**src/rtl/video_fetch_pkg.sv**
```systemverilog
// Shared types and default 800x600 mode constants for the video line fetcher.
package video_fetch_pkg;

    typedef enum logic [2:0] {
        ST_IDLE  = 3'd0,
        ST_REQ   = 3'd1,
        ST_RECV  = 3'd2,
        ST_READY = 3'd3,
        ST_DRAIN = 3'd4
    } fetch_state_e;

    localparam int H_ACTIVE_DEF    = 800;
    localparam int V_ACTIVE_DEF    = 600;
    localparam int BURST_DEF       = 32;
    localparam int LINE_STRIDE_DEF = 1024;
    localparam int ADDR_W_DEF      = 24;
    localparam int PIX_W_DEF       = 24;

    // Width of the pixel x coordinate inside one line buffer bank.
    localparam int X_W_DEF = $clog2(H_ACTIVE_DEF);

endpackage

```
**src/rtl/fetch_addr_gen.sv**
```systemverilog
// Line/burst counters and the frame-store burst address
// (base + line*LINE_STRIDE + burst*BURST, wrapping in ADDR_W bits).
module fetch_addr_gen
    import video_fetch_pkg::*;
#(
    parameter int ADDR_W      = ADDR_W_DEF,
    parameter int H_ACTIVE    = H_ACTIVE_DEF,
    parameter int V_ACTIVE    = V_ACTIVE_DEF,
    parameter int BURST       = BURST_DEF,
    parameter int LINE_STRIDE = LINE_STRIDE_DEF,
    parameter int NB          = H_ACTIVE / BURST,
    parameter int BW          = (NB > 1) ? $clog2(NB) : 1,
    parameter int LW          = $clog2(V_ACTIVE + 1)
) (
    input  logic              clk_i,
    input  logic              rst_ni,
    input  logic              load_i,
    input  logic [ADDR_W-1:0] base_i,
    input  logic              burst_inc_i,
    input  logic              burst_clr_i,
    input  logic              line_inc_i,
    output logic [ADDR_W-1:0] addr_o,
    output logic [BW-1:0]     burst_idx_o,
    output logic              last_burst_o,
    output logic              last_line_o
);

    logic [ADDR_W-1:0] base_q, base_d;
    logic [LW-1:0]     line_q, line_d;
    logic [BW-1:0]     burst_q, burst_d;

    // Next-state: a frame load overrides any counter step in the same cycle.
    always_comb begin
        base_d  = base_q;
        line_d  = line_q;
        burst_d = burst_q;
        if (load_i) begin
            base_d  = base_i;
            line_d  = '0;
            burst_d = '0;
        end else begin
            if (burst_clr_i) begin
                burst_d = '0;
            end else if (burst_inc_i) begin
                burst_d = burst_q + 1'b1;
            end
            if (line_inc_i) begin
                line_d = line_q + 1'b1;
            end
        end
    end

    // Counter and base registers.
    always_ff @(posedge clk_i) begin
        if (!rst_ni) begin
            base_q  <= '0;
            line_q  <= '0;
            burst_q <= '0;
        end else begin
            base_q  <= base_d;
            line_q  <= line_d;
            burst_q <= burst_d;
        end
    end

    assign addr_o = base_q
                  + ADDR_W'(line_q) * ADDR_W'(LINE_STRIDE)
                  + ADDR_W'(burst_q) * ADDR_W'(BURST);
    assign burst_idx_o  = burst_q;
    assign last_burst_o = (burst_q == BW'(NB - 1));
    assign last_line_o  = (line_q == LW'(V_ACTIVE - 1));

endmodule

```
**src/rtl/video_line_fetch_ctrl.sv**
```systemverilog
// Line-fetch scheduler: prefetches each active line in bursts into the fill
// bank of a ping-pong line buffer, swaps banks on line_start, flags underruns.
// Optional feature macro: LINE_FETCH_STATS_EN adds the saturating underrun_cnt.
// Handshake: mem_req is held with a stable mem_addr until a cycle where
// mem_req and mem_gnt are both high; exactly BURST rd_valid words then follow,
// and only one burst is ever outstanding.
module video_line_fetch_ctrl
    import video_fetch_pkg::*;
#(
    parameter int H_ACTIVE    = H_ACTIVE_DEF,
    parameter int V_ACTIVE    = V_ACTIVE_DEF,
    parameter int BURST       = BURST_DEF,
    parameter int LINE_STRIDE = LINE_STRIDE_DEF,
    parameter int ADDR_W      = ADDR_W_DEF,
    parameter int PIX_W       = PIX_W_DEF,
    parameter int XW          = $clog2(H_ACTIVE)
) (
    input  logic              clock_pixel,
    input  logic              rst_n,
    input  logic              frame_start,
    input  logic              line_start,
    input  logic [ADDR_W-1:0] frame_base,
    output logic              mem_req,
    output logic [ADDR_W-1:0] mem_addr,
    input  logic              mem_gnt,
    input  logic              rd_valid,
    input  logic [PIX_W-1:0]  rd_data,
    output logic              buf_wr_en,
    output logic [XW:0]       buf_wr_addr,
    output logic [PIX_W-1:0]  buf_wr_data,
    output logic              disp_bank,
    output logic              busy,
    output logic              underrun,
`ifdef LINE_FETCH_STATS_EN
    output logic [15:0]       underrun_cnt,
`endif
    output fetch_state_e      dbg_state
);

    localparam int NB   = H_ACTIVE / BURST;
    localparam int BW   = (NB > 1) ? $clog2(NB) : 1;
    localparam int WC_W = (BURST > 1) ? $clog2(BURST) : 1;
    localparam logic [WC_W-1:0] WC_LAST = WC_W'(BURST - 1);

    fetch_state_e      state_q, state_d;
    logic [WC_W-1:0]   wcnt_q, wcnt_d;
    logic              mem_req_q, mem_req_d;
    logic [ADDR_W-1:0] mem_addr_q;
    logic              wr_en_q, wr_en_d;
    logic [XW:0]       wr_addr_q;
    logic [PIX_W-1:0]  wr_data_q;
    logic              disp_q, busy_q, underrun_q;

    logic              load, burst_inc, burst_clr, line_inc, toggle, urun_evt;
    logic [ADDR_W-1:0] gen_addr;
    logic [BW-1:0]     burst_idx;
    logic              last_burst, last_line;
    logic              ls, word_last;
    logic [XW-1:0]     x_cur;

    // A frame_start in the same cycle always masks line_start.
    assign ls        = line_start && !frame_start;
    assign word_last = rd_valid && (wcnt_q == WC_LAST);
    assign x_cur     = XW'(burst_idx) * XW'(BURST) + XW'(wcnt_q);

    fetch_addr_gen #(
        .ADDR_W     (ADDR_W),
        .H_ACTIVE   (H_ACTIVE),
        .V_ACTIVE   (V_ACTIVE),
        .BURST      (BURST),
        .LINE_STRIDE(LINE_STRIDE)
    ) u_addr_gen (
        .clk_i       (clock_pixel),
        .rst_ni      (rst_n),
        .load_i      (load),
        .base_i      (frame_base),
        .burst_inc_i (burst_inc),
        .burst_clr_i (burst_clr),
        .line_inc_i  (line_inc),
        .addr_o      (gen_addr),
        .burst_idx_o (burst_idx),
        .last_burst_o(last_burst),
        .last_line_o (last_line)
    );

    // Next-state and control decode for the fetch FSM.
    always_comb begin
        state_d   = state_q;
        wcnt_d    = wcnt_q;
        mem_req_d = 1'b0;
        wr_en_d   = 1'b0;
        load      = 1'b0;
        burst_inc = 1'b0;
        burst_clr = 1'b0;
        line_inc  = 1'b0;
        toggle    = 1'b0;
        urun_evt  = 1'b0;
        case (state_q)
            ST_IDLE: begin
                if (frame_start) begin
                    load    = 1'b1;
                    state_d = ST_REQ;
                end
            end
            ST_REQ: begin
                urun_evt  = ls;
                mem_req_d = 1'b1;
                if (mem_req_q && mem_gnt) begin
                    mem_req_d = 1'b0;
                    wcnt_d    = '0;
                    state_d   = ST_RECV;
                end
                if (frame_start) begin
                    // A burst granted in this very cycle will still return
                    // its words, so they must be drained before restarting.
                    load      = 1'b1;
                    mem_req_d = 1'b0;
                    state_d   = (mem_req_q && mem_gnt) ? ST_DRAIN : ST_REQ;
                end
            end
            ST_RECV: begin
                urun_evt = ls;
                if (rd_valid) begin
                    wr_en_d = !frame_start;
                    wcnt_d  = wcnt_q + 1'b1;
                    if (word_last) begin
                        wcnt_d = '0;
                        if (last_burst) begin
                            burst_clr = 1'b1;
                            state_d   = ST_READY;
                        end else begin
                            burst_inc = 1'b1;
                            state_d   = ST_REQ;
                        end
                    end
                end
                if (frame_start) begin
                    load    = 1'b1;
                    state_d = word_last ? ST_REQ : ST_DRAIN;
                end
            end
            ST_READY: begin
                if (frame_start) begin
                    load    = 1'b1;
                    state_d = ST_REQ;
                end else if (ls) begin
                    toggle   = 1'b1;
                    line_inc = 1'b1;
                    state_d  = last_line ? ST_IDLE : ST_REQ;
                end
            end
            ST_DRAIN: begin
                if (rd_valid) begin
                    wcnt_d = wcnt_q + 1'b1;
                    if (word_last) begin
                        wcnt_d  = '0;
                        state_d = ST_REQ;
                    end
                end
                if (frame_start) begin
                    load = 1'b1;
                end
            end
            default: begin
                state_d = ST_IDLE;
            end
        endcase
    end

    // FSM state and word counter registers.
    always_ff @(posedge clock_pixel) begin
        if (!rst_n) begin
            state_q <= ST_IDLE;
            wcnt_q  <= '0;
        end else begin
            state_q <= state_d;
            wcnt_q  <= wcnt_d;
        end
    end

    // Registered outputs: request, buffer write port, bank, busy, underrun.
    always_ff @(posedge clock_pixel) begin
        if (!rst_n) begin
            mem_req_q  <= 1'b0;
            mem_addr_q <= '0;
            wr_en_q    <= 1'b0;
            wr_addr_q  <= '0;
            wr_data_q  <= '0;
            disp_q     <= 1'b0;
            busy_q     <= 1'b0;
            underrun_q <= 1'b0;
        end else begin
            mem_req_q <= mem_req_d;
            if (state_q == ST_REQ) begin
                mem_addr_q <= gen_addr;
            end
            wr_en_q <= wr_en_d;
            if (wr_en_d) begin
                wr_addr_q <= {~disp_q, x_cur};
                wr_data_q <= rd_data;
            end
            if (toggle) begin
                disp_q <= ~disp_q;
            end
            busy_q <= (state_q == ST_REQ) || (state_q == ST_RECV);
            if (urun_evt) begin
                underrun_q <= 1'b1;
            end
        end
    end

`ifdef LINE_FETCH_STATS_EN
    logic [15:0] ucnt_q;

    // Saturating count of underrun events.
    always_ff @(posedge clock_pixel) begin
        if (!rst_n) begin
            ucnt_q <= '0;
        end else if (urun_evt && (ucnt_q != 16'hFFFF)) begin
            ucnt_q <= ucnt_q + 16'd1;
        end
    end

    assign underrun_cnt = ucnt_q;
`endif

    assign mem_req     = mem_req_q;
    assign mem_addr    = mem_addr_q;
    assign buf_wr_en   = wr_en_q;
    assign buf_wr_addr = wr_addr_q;
    assign buf_wr_data = wr_data_q;
    assign disp_bank   = disp_q;
    assign busy        = busy_q;
    assign underrun    = underrun_q;
    assign dbg_state   = state_q;

endmodule

```
**config.mk**
```make
export PLATFORM = sky130hd
export DESIGN_NAME = video_line_fetch_ctrl
export DESIGN_NICKNAME = d
export VERILOG_FILES = /design/src/rtl/video_fetch_pkg.sv /design/src/rtl/fetch_addr_gen.sv /design/src/rtl/video_line_fetch_ctrl.sv
export SDC_FILE = /design/constraint.sdc
export NUM_CORES = 1
export LEC_CHECK = 0
export ABC_AREA = 1
export CAP_MARGIN = 25
export CORE_UTILIZATION = 50
export DETAILED_ROUTE_END_ITERATION = 10
export PLACE_DENSITY_LB_ADDON = 0.08
export SETUP_SLACK_MARGIN = 0.02
export SLEW_MARGIN = 20
export SYNTH_ARGS = -nofsm -noshare
export SYNTH_HDL_FRONTEND = slang
export SYNTH_SLANG_ARGS = --single-unit
```
**constraint.sdc**
```tcl
create_clock -name clock_pixel -period 1.9 [get_ports clock_pixel]
set_input_delay 0.38 -clock clock_pixel [delete_from_list [all_inputs] [get_ports clock_pixel]]
set_output_delay 0.38 -clock clock_pixel [all_outputs]
set_load 0.01 [all_outputs]
```
# ---- Word level (Yosys, flattened, before mapping)
# Cells that the tools add are included.
dict set report word_totals {
  output_inout_bits 67
  regBits 111
  input_bits 54
  wordCells 89
}
dict set report classes {
  n_mux 36
  n_reduce_logical 15
  bitwise_logic 3
  eq_ne 16
  addsub 6
}
# op count
set op_table {}
lappend op_table {{3-bit 2-to-1 mux} 12}
lappend op_table {{24-bit by 10-bit adder with 24-bit output} 1}
lappend op_table {{24-bit by 20-bit adder with 24-bit output} 1}
lappend op_table {{1-bit 2-to-1 mux} 18}
lappend op_table {{5-bit 2-to-1 mux} 3}
lappend op_table {{3-bit one-hot mux with 5 select lines} 1}
lappend op_table {{3-bit != test (second input constant)} 4}
lappend op_table {{10-bit by 1-bit adder with 10-bit output (second input constant)} 1}
lappend op_table {{10-bit by 5-bit adder with 10-bit output} 1}
lappend op_table {{5-bit by 1-bit adder with 5-bit output (second input constant)} 2}
lappend op_table {{10-bit == test (second input constant)} 1}
lappend op_table {{5-bit == test (second input constant)} 2}
lappend op_table {{5-bit one-hot mux with 2 select lines} 1}
lappend op_table {{2-bit != test (second input constant)} 4}
lappend op_table {{7-bit AND reduction} 1}
lappend op_table {{3-bit by 2-bit == test with 1-bit output (second input constant)} 2}
lappend op_table {{2-bit OR reduction} 3}
lappend op_table {{3-bit OR reduction} 2}
lappend op_table {{5-bit OR reduction} 1}
lappend op_table {{3-bit by 1-bit == test with 1-bit output (second input constant)} 1}
lappend op_table {{3-bit == test (second input constant)} 1}
lappend op_table {{1-bit logical AND} 3}
lappend op_table {{3-bit zero test} 1}
lappend op_table {{1-bit NOT} 3}
lappend op_table {{other kinds (6)} 6}

# ---- Logic depth before layout (Yosys ltp)
# Gate-level depths: netlist of run 1.
dict set report depth {
  depth_word 6
  ltp_mapped 12
  depth_no_buf 12
}

# ---- Hierarchy
# Synthesis of run 1 repeated with hierarchy kept, for this count alone.
dict set report unflattened {
  hier_cells 764
  hier_area_um2 5325.1
}
# module cells_each area_each_um2 seq_area_each_um2 instances
set by_module_without_submodules {}
lappend by_module_without_submodules {video_line_fetch_ctrl 370 2791.4 1441.4 1}
lappend by_module_without_submodules {fetch_addr_gen 394 2533.7 780.7 1}

# ---- Worst setup path before layout of run 1
# No wires, ideal clock.
dict set report synth_path {
  kind {reg-to-reg}
  start {register u_addr_gen.burst_q[0] (netlist: u_addr_gen.burst_idx_o[0])}
  end {register mem_addr_q[21] (netlist: mem_addr[21])}
  required_ns 1.791
  synth_period_minus_slack_ns 1.742
  path_stages_with_launch 13
  setup_time_ns 0.109
  setup_slack_ns 0.158
  arrival_time_ns 1.634
  path_cell_list {dfxtp_1 ha_1 fa_1 nand3_1 nand3_1 nand2_1 nand2_1 nand2_1 nand2_1 nand2_1 nand3_1 nand2_1 inv_1}
}
dict set report synth_between {
  elab_chain_cells 1
}
# element line_no
set synth_rtl {}
lappend synth_rtl {{from (decl)} fetch_addr_gen.sv:30} ;# logic [BW-1:0] burst_q, burst_d;
lappend synth_rtl {{from (signal assigned)} fetch_addr_gen.sv:62} ;# burst_q <= burst_d;
lappend synth_rtl {{24-bit by 10-bit adder with 24-bit output} fetch_addr_gen.sv:68} ;# + ADDR_W'(burst_q) * ADDR_W'(BURST);
lappend synth_rtl {{to (signal assigned)} video_line_fetch_ctrl.sv:195} ;# mem_addr_q <= gen_addr;
lappend synth_rtl {{to (decl)} video_line_fetch_ctrl.sv:48} ;# logic [ADDR_W-1:0] mem_addr_q;
# Every way passes these cells.
# A chain may end at the register's enable or synchronous reset.

# ---- Worst setup path after layout of run 1
dict set report layout_path {
  start {register disp_q (netlist: disp_bank)}
  end {output port disp_bank}
}
# element line_no
set layout_lines {}
lappend layout_lines {{from (decl)} video_line_fetch_ctrl.sv:52} ;# logic disp_q, busy_q, underrun_q;
lappend layout_lines {{from (signal assigned)} video_line_fetch_ctrl.sv:203} ;# disp_q <= ~disp_q;
lappend layout_lines {{to (decl)} video_line_fetch_ctrl.sv:31} ;# output logic disp_bank,
# No word-level cell between the ends.

==> results.json, run 1 <==
{
  "max_stage_delay_ns": 0.58,
  "fin_area_sq_um": 7020,
  "ys_ff_latch": 111,
  "place_hpwl_um": 9960,
  "hp-start": "rst_n",
  "rrSetupSlack_ns": 0.16,
  "start_util": 0.513,
  "synthMuxAreaShare": 0,
  "finalHoldViolations": 0,
  "seq_power_share": 0.465,
  "cts_root_buf": "clkbuf_8",
  "hold_class": "in2reg",
  "worstPathCellList": "clkdlybuf4s50_1",
  "slew_headroom": 0.686,
  "total_power_w": 0.00618,
  "cp-start-kind": "flop",
  "drc": 0,
  "synth.top_cell.area_share": 0.424,
  "avgSynthCellArea_sq_um": 7.22,
  "netlist.top_cell.by_area": "dfxtp_1",
  "min_to": "dbg_state[0]$_SDFFE_PN0P_",
  "synth_fa_ha_area_frac": 0.0515,
  "r2r_start": "u_addr_gen.burst_idx_o[4]$_SDFFE_PP0P_",
  "clkSlewWorstSetupHoldPaths_ns": 0.10,
  "place_area_sq_um": 6740,
  "reg2reg_to": "mem_addr[22]$_SDFFE_PN0P_",
  "ys_seq_area_frac": 0.424,
  "grt_max_degree": 49,
  "drt_iter0_markers": 184,
  "cts_tree": "yes",
  "fin_nets": 937,
  "grt_pass1_wl_um": 22900,
  "synthTopCellsByArea": "dfxtp_1 (42%), nor2_1 (11%), o21ai_0 (7.9%)",
  "critical-path-top-delay-family": "buffers and inverters",
  "ant_nets": 0,
  "fmax_mhz": 572,
  "critPathKind": "reg2out",
  "ys.flop_type": "dfxtp_1",
  "synth-xor-area-share": 0.0150,
  "cts.htree.levels": 3,
  "finClkSkew_ns": 0.00828,
  "crit_required_ns": 1.52,
  "setup_viol": 0,
  "die_w_um": 104,
  "yosys.area_share.simple": 0.276,
  "io_buffers": 120,
  "firstDrtPassIters": 4,
  "power_frac_comb": 0.326,
  "grt_util_all_layers": 0.258,
  "viasPerCell": 5.05,
  "power_leakage_nw": 3.10,
  "detail_route.wl_per_cell_um": 13.3,
  "netSwitchingPower_w": 0.00206,
  "crit_cells": 1,
  "ys_types": 38,
  "reg2reg_depth": 10,
  "status": "finished, final reports clean",
  "syn_nets": 802,
  "ir_worst_vdd_v": 0.000474,
  "area_growth_pct": 33.8,
  "worst-path-buf-inv": 1,
  "hold_depth": 3,
  "cts_buffer_depth": 2,
  "antenna_cells": 0,
  "num_vias": 5062,
  "async_reset_ff_frac": 0,
  "switching_share": 0.333,
  "internal_power_w": 0.00413,
  "totalWireLength_um": 13300,
  "fp.dieH_um": 104,
  "tightest_slew_ns": 0.471,
  "yosysWarnings": 0,
  "fin_crit_sh": 0.920,
  "critical_path_peak_fanout": 3,
  "cap_violations": 0,
  "cts.sinks": 111,
  "rsz0062_at_grt": "yes",
  "grt_overflow": 0,
  "powerDensity_nw_per_um2": 881,
  "worst_path_max_delay_cell": "clkdlybuf4s50_1",
  "slew_violations": 0,
  "synth_cells": 727,
  "synth_top_family_by_area": "simple AND/OR/NAND/NOR gates",
  "period_minus_slack_ns": 1.75,
  "synth-compound-area-share": 0.160,
  "cts_buffers": 9,
  "synth_area_sq_um": 5250,
  "die_area_sq_um": 10900,
  "antenna_found_initial": 0,
  "grt_pass1_vias": 5011,
  "rows": 37,
  "clockPowerShare": 0.209,
  "drive_above_1_share": 0.110,
  "ios": 121,
  "gp_congestion": 0.871,
  "cp.arrival_ns": 1.37,
  "synth-edff-count": 0,
  "clkLatencyLatePin_ns": 0.38,
  "cp-end-kind": "output port",
  "core-area_sq_um": 10200
}
-- cells by family after synthesis --
group	after synthesis
AOI/OAI and AO/OA	154
xor gates and xnor gates	9
adders and majority gates	21
buffers and inverters	99
DFF	111
and+or+nand+nor	333
-- cell type report --
type                    instances  area (sq um)
clock buffers                   9           124
multi-input cells             517          2720
inverters                      74           278
clock inverters                 7          47.5
flip-flops and latches        111          2230
well taps                     136           170
repair buffers                149          1450
fillers                       891          3210
-- cell usage after synthesis, types with 5 or more instances --
cell	count
nand3_2	5
ha_1	20
a21oi_1	43
nor3_1	12
o21a_1	6
clkbuf_1	14
inv_1	67
o21ai_0	83
xor2_1	7
nor2_1	156
buf_2	9
o21bai_1	9
inv_2	7
dfxtp_1	111
nand3_1	36
nand2_1	105
-- power groups by stage --
stage / Clock, W / Combinational, W / Sequential [W]
3_5_place_dp: 0 / 0.00199 / 0.00292
3_3_place_gp: 0 / 0.00196 / 0.00291
6_report: 0.00129 / 0.00202 / 0.00287
4_1_cts: 0.00132 / 0.00201 / 0.00287
5_1_grt: 0.00144 / 0.00224 / 0.00291
2_1_floorplan: 0 / 0.000915 / 0.00301
-- worst max path at each step --
stage | startpoint | to | slack (ns)
after global placement | rd_valid | buf_wr_data[10]$_SDFFE_PN0P_ | 0.06
after detailed placement | frame_start | buf_wr_data[5]$_SDFFE_PN0P_ | -0.04
final | disp_bank$_SDFFE_PN0P_ | disp_bank | 0.15
after global routing | wcnt_q[1]$_SDFFE_PN0P_ | u_addr_gen.burst_idx_o[4]$_SDFFE_PP0P_ | -0.008
after floorplan | u_addr_gen.burst_idx_o[0]$_SDFFE_PP0P_ | mem_addr[21]$_SDFFE_PN0P_ | 0.16
after CTS | dbg_state[2]$_SDFFE_PN0P_ | dbg_state[2] | 0.04
-- metrics by stage --
stage | utilization | hold slack [ns] | setup WS (ns) | setup TNS [ns] | cells
after floorplan | - | 0.456 | 0.158 | 0 | 727
after CTS | 0.676 | 0.368 | 0.0432 | 0 | 1001
after detailed placement | 0.659 | 0.454 | -0.0363 | -0.140 | 985
after global routing | 0.686 | 0.380 | -0.00776 | -0.00776 | 1003
final | 0.686 | 0.386 | 0.151 | 0 | 1003
after global placement | 0.659 | 0.458 | 0.0605 | 0 | 985
-- registers in the layout, summed over array words and instances, names as in the netlist --
register,flops
buf_wr_data,24
mem_addr,24
u_addr_gen.base_q,24
buf_wr_addr,11
u_addr_gen.line_q,10
u_addr_gen.burst_idx_o,5
wcnt_q,5
dbg_state,3
buf_wr_en,1
busy,1
disp_bank,1
mem_req,1
underrun,1
-- metal layers --
metal	part of all wire	up-vias	track usage	wire [um]
met5	0	-	0	0
met4	0.017	0	0.0867	232
met3	0.068	18	0.0764	905
met2	0.46	131	0.420	6150
met1	0.45	2282	0.326	6020
li1	-	2631	-	-
-- layout by cell type (no fill, tap or decap), types with 8 or more instances in the layout --
cell / Yosys / layout
nor2_1: 156 / 154
clkdlybuf4s50_1: 0 / 119
dfxtp_1: 111 / 106
nand2_1: 105 / 102
o21ai_0: 83 / 82
inv_1: 67 / 66
a21oi_1: 43 / 40
nand3_1: 36 / 36
buf_4: 0 / 26
ha_1: 20 / 14
nor3_1: 12 / 10
o21bai_1: 9 / 9
clkbuf_8: 0 / 9
inv_2: 7 / 8
-- timing repair --
action	CTS	global route
buffers inserted	0	2
pin swaps	0	1
setup endpoints to repair	3	15
hold buffers	0	0
resized for setup	2	25
No activity file was read; power rests on OpenSTA's default activity.
==> run 2, diff against run 1 <==
--- a/config.mk
+++ b/config.mk
@@ -11,7 +11,7 @@
 export DETAILED_ROUTE_END_ITERATION = 10
 export PLACE_DENSITY_LB_ADDON = 0.08
 export SETUP_SLACK_MARGIN = 0.02
-export SLEW_MARGIN = 20
+export SLEW_MARGIN = 15
 export SYNTH_ARGS = -nofsm -noshare
 export SYNTH_HDL_FRONTEND = slang
 export SYNTH_SLANG_ARGS = --single-unit
==> results of run 2 <==
The final DEF is identical to that of run 1; final timing and power are the same.
==> run 3, diff against run 2 <==
--- a/config.mk
+++ b/config.mk
@@ -8,6 +8,7 @@
 export ABC_AREA = 1
 export CAP_MARGIN = 25
 export CORE_UTILIZATION = 50
+export CTS_CLUSTER_DIAMETER = 40
 export DETAILED_ROUTE_END_ITERATION = 10
 export PLACE_DENSITY_LB_ADDON = 0.08
 export SETUP_SLACK_MARGIN = 0.02
==> results of run 3 <==
The final DEF is identical to that of run 1; final timing and power are the same.
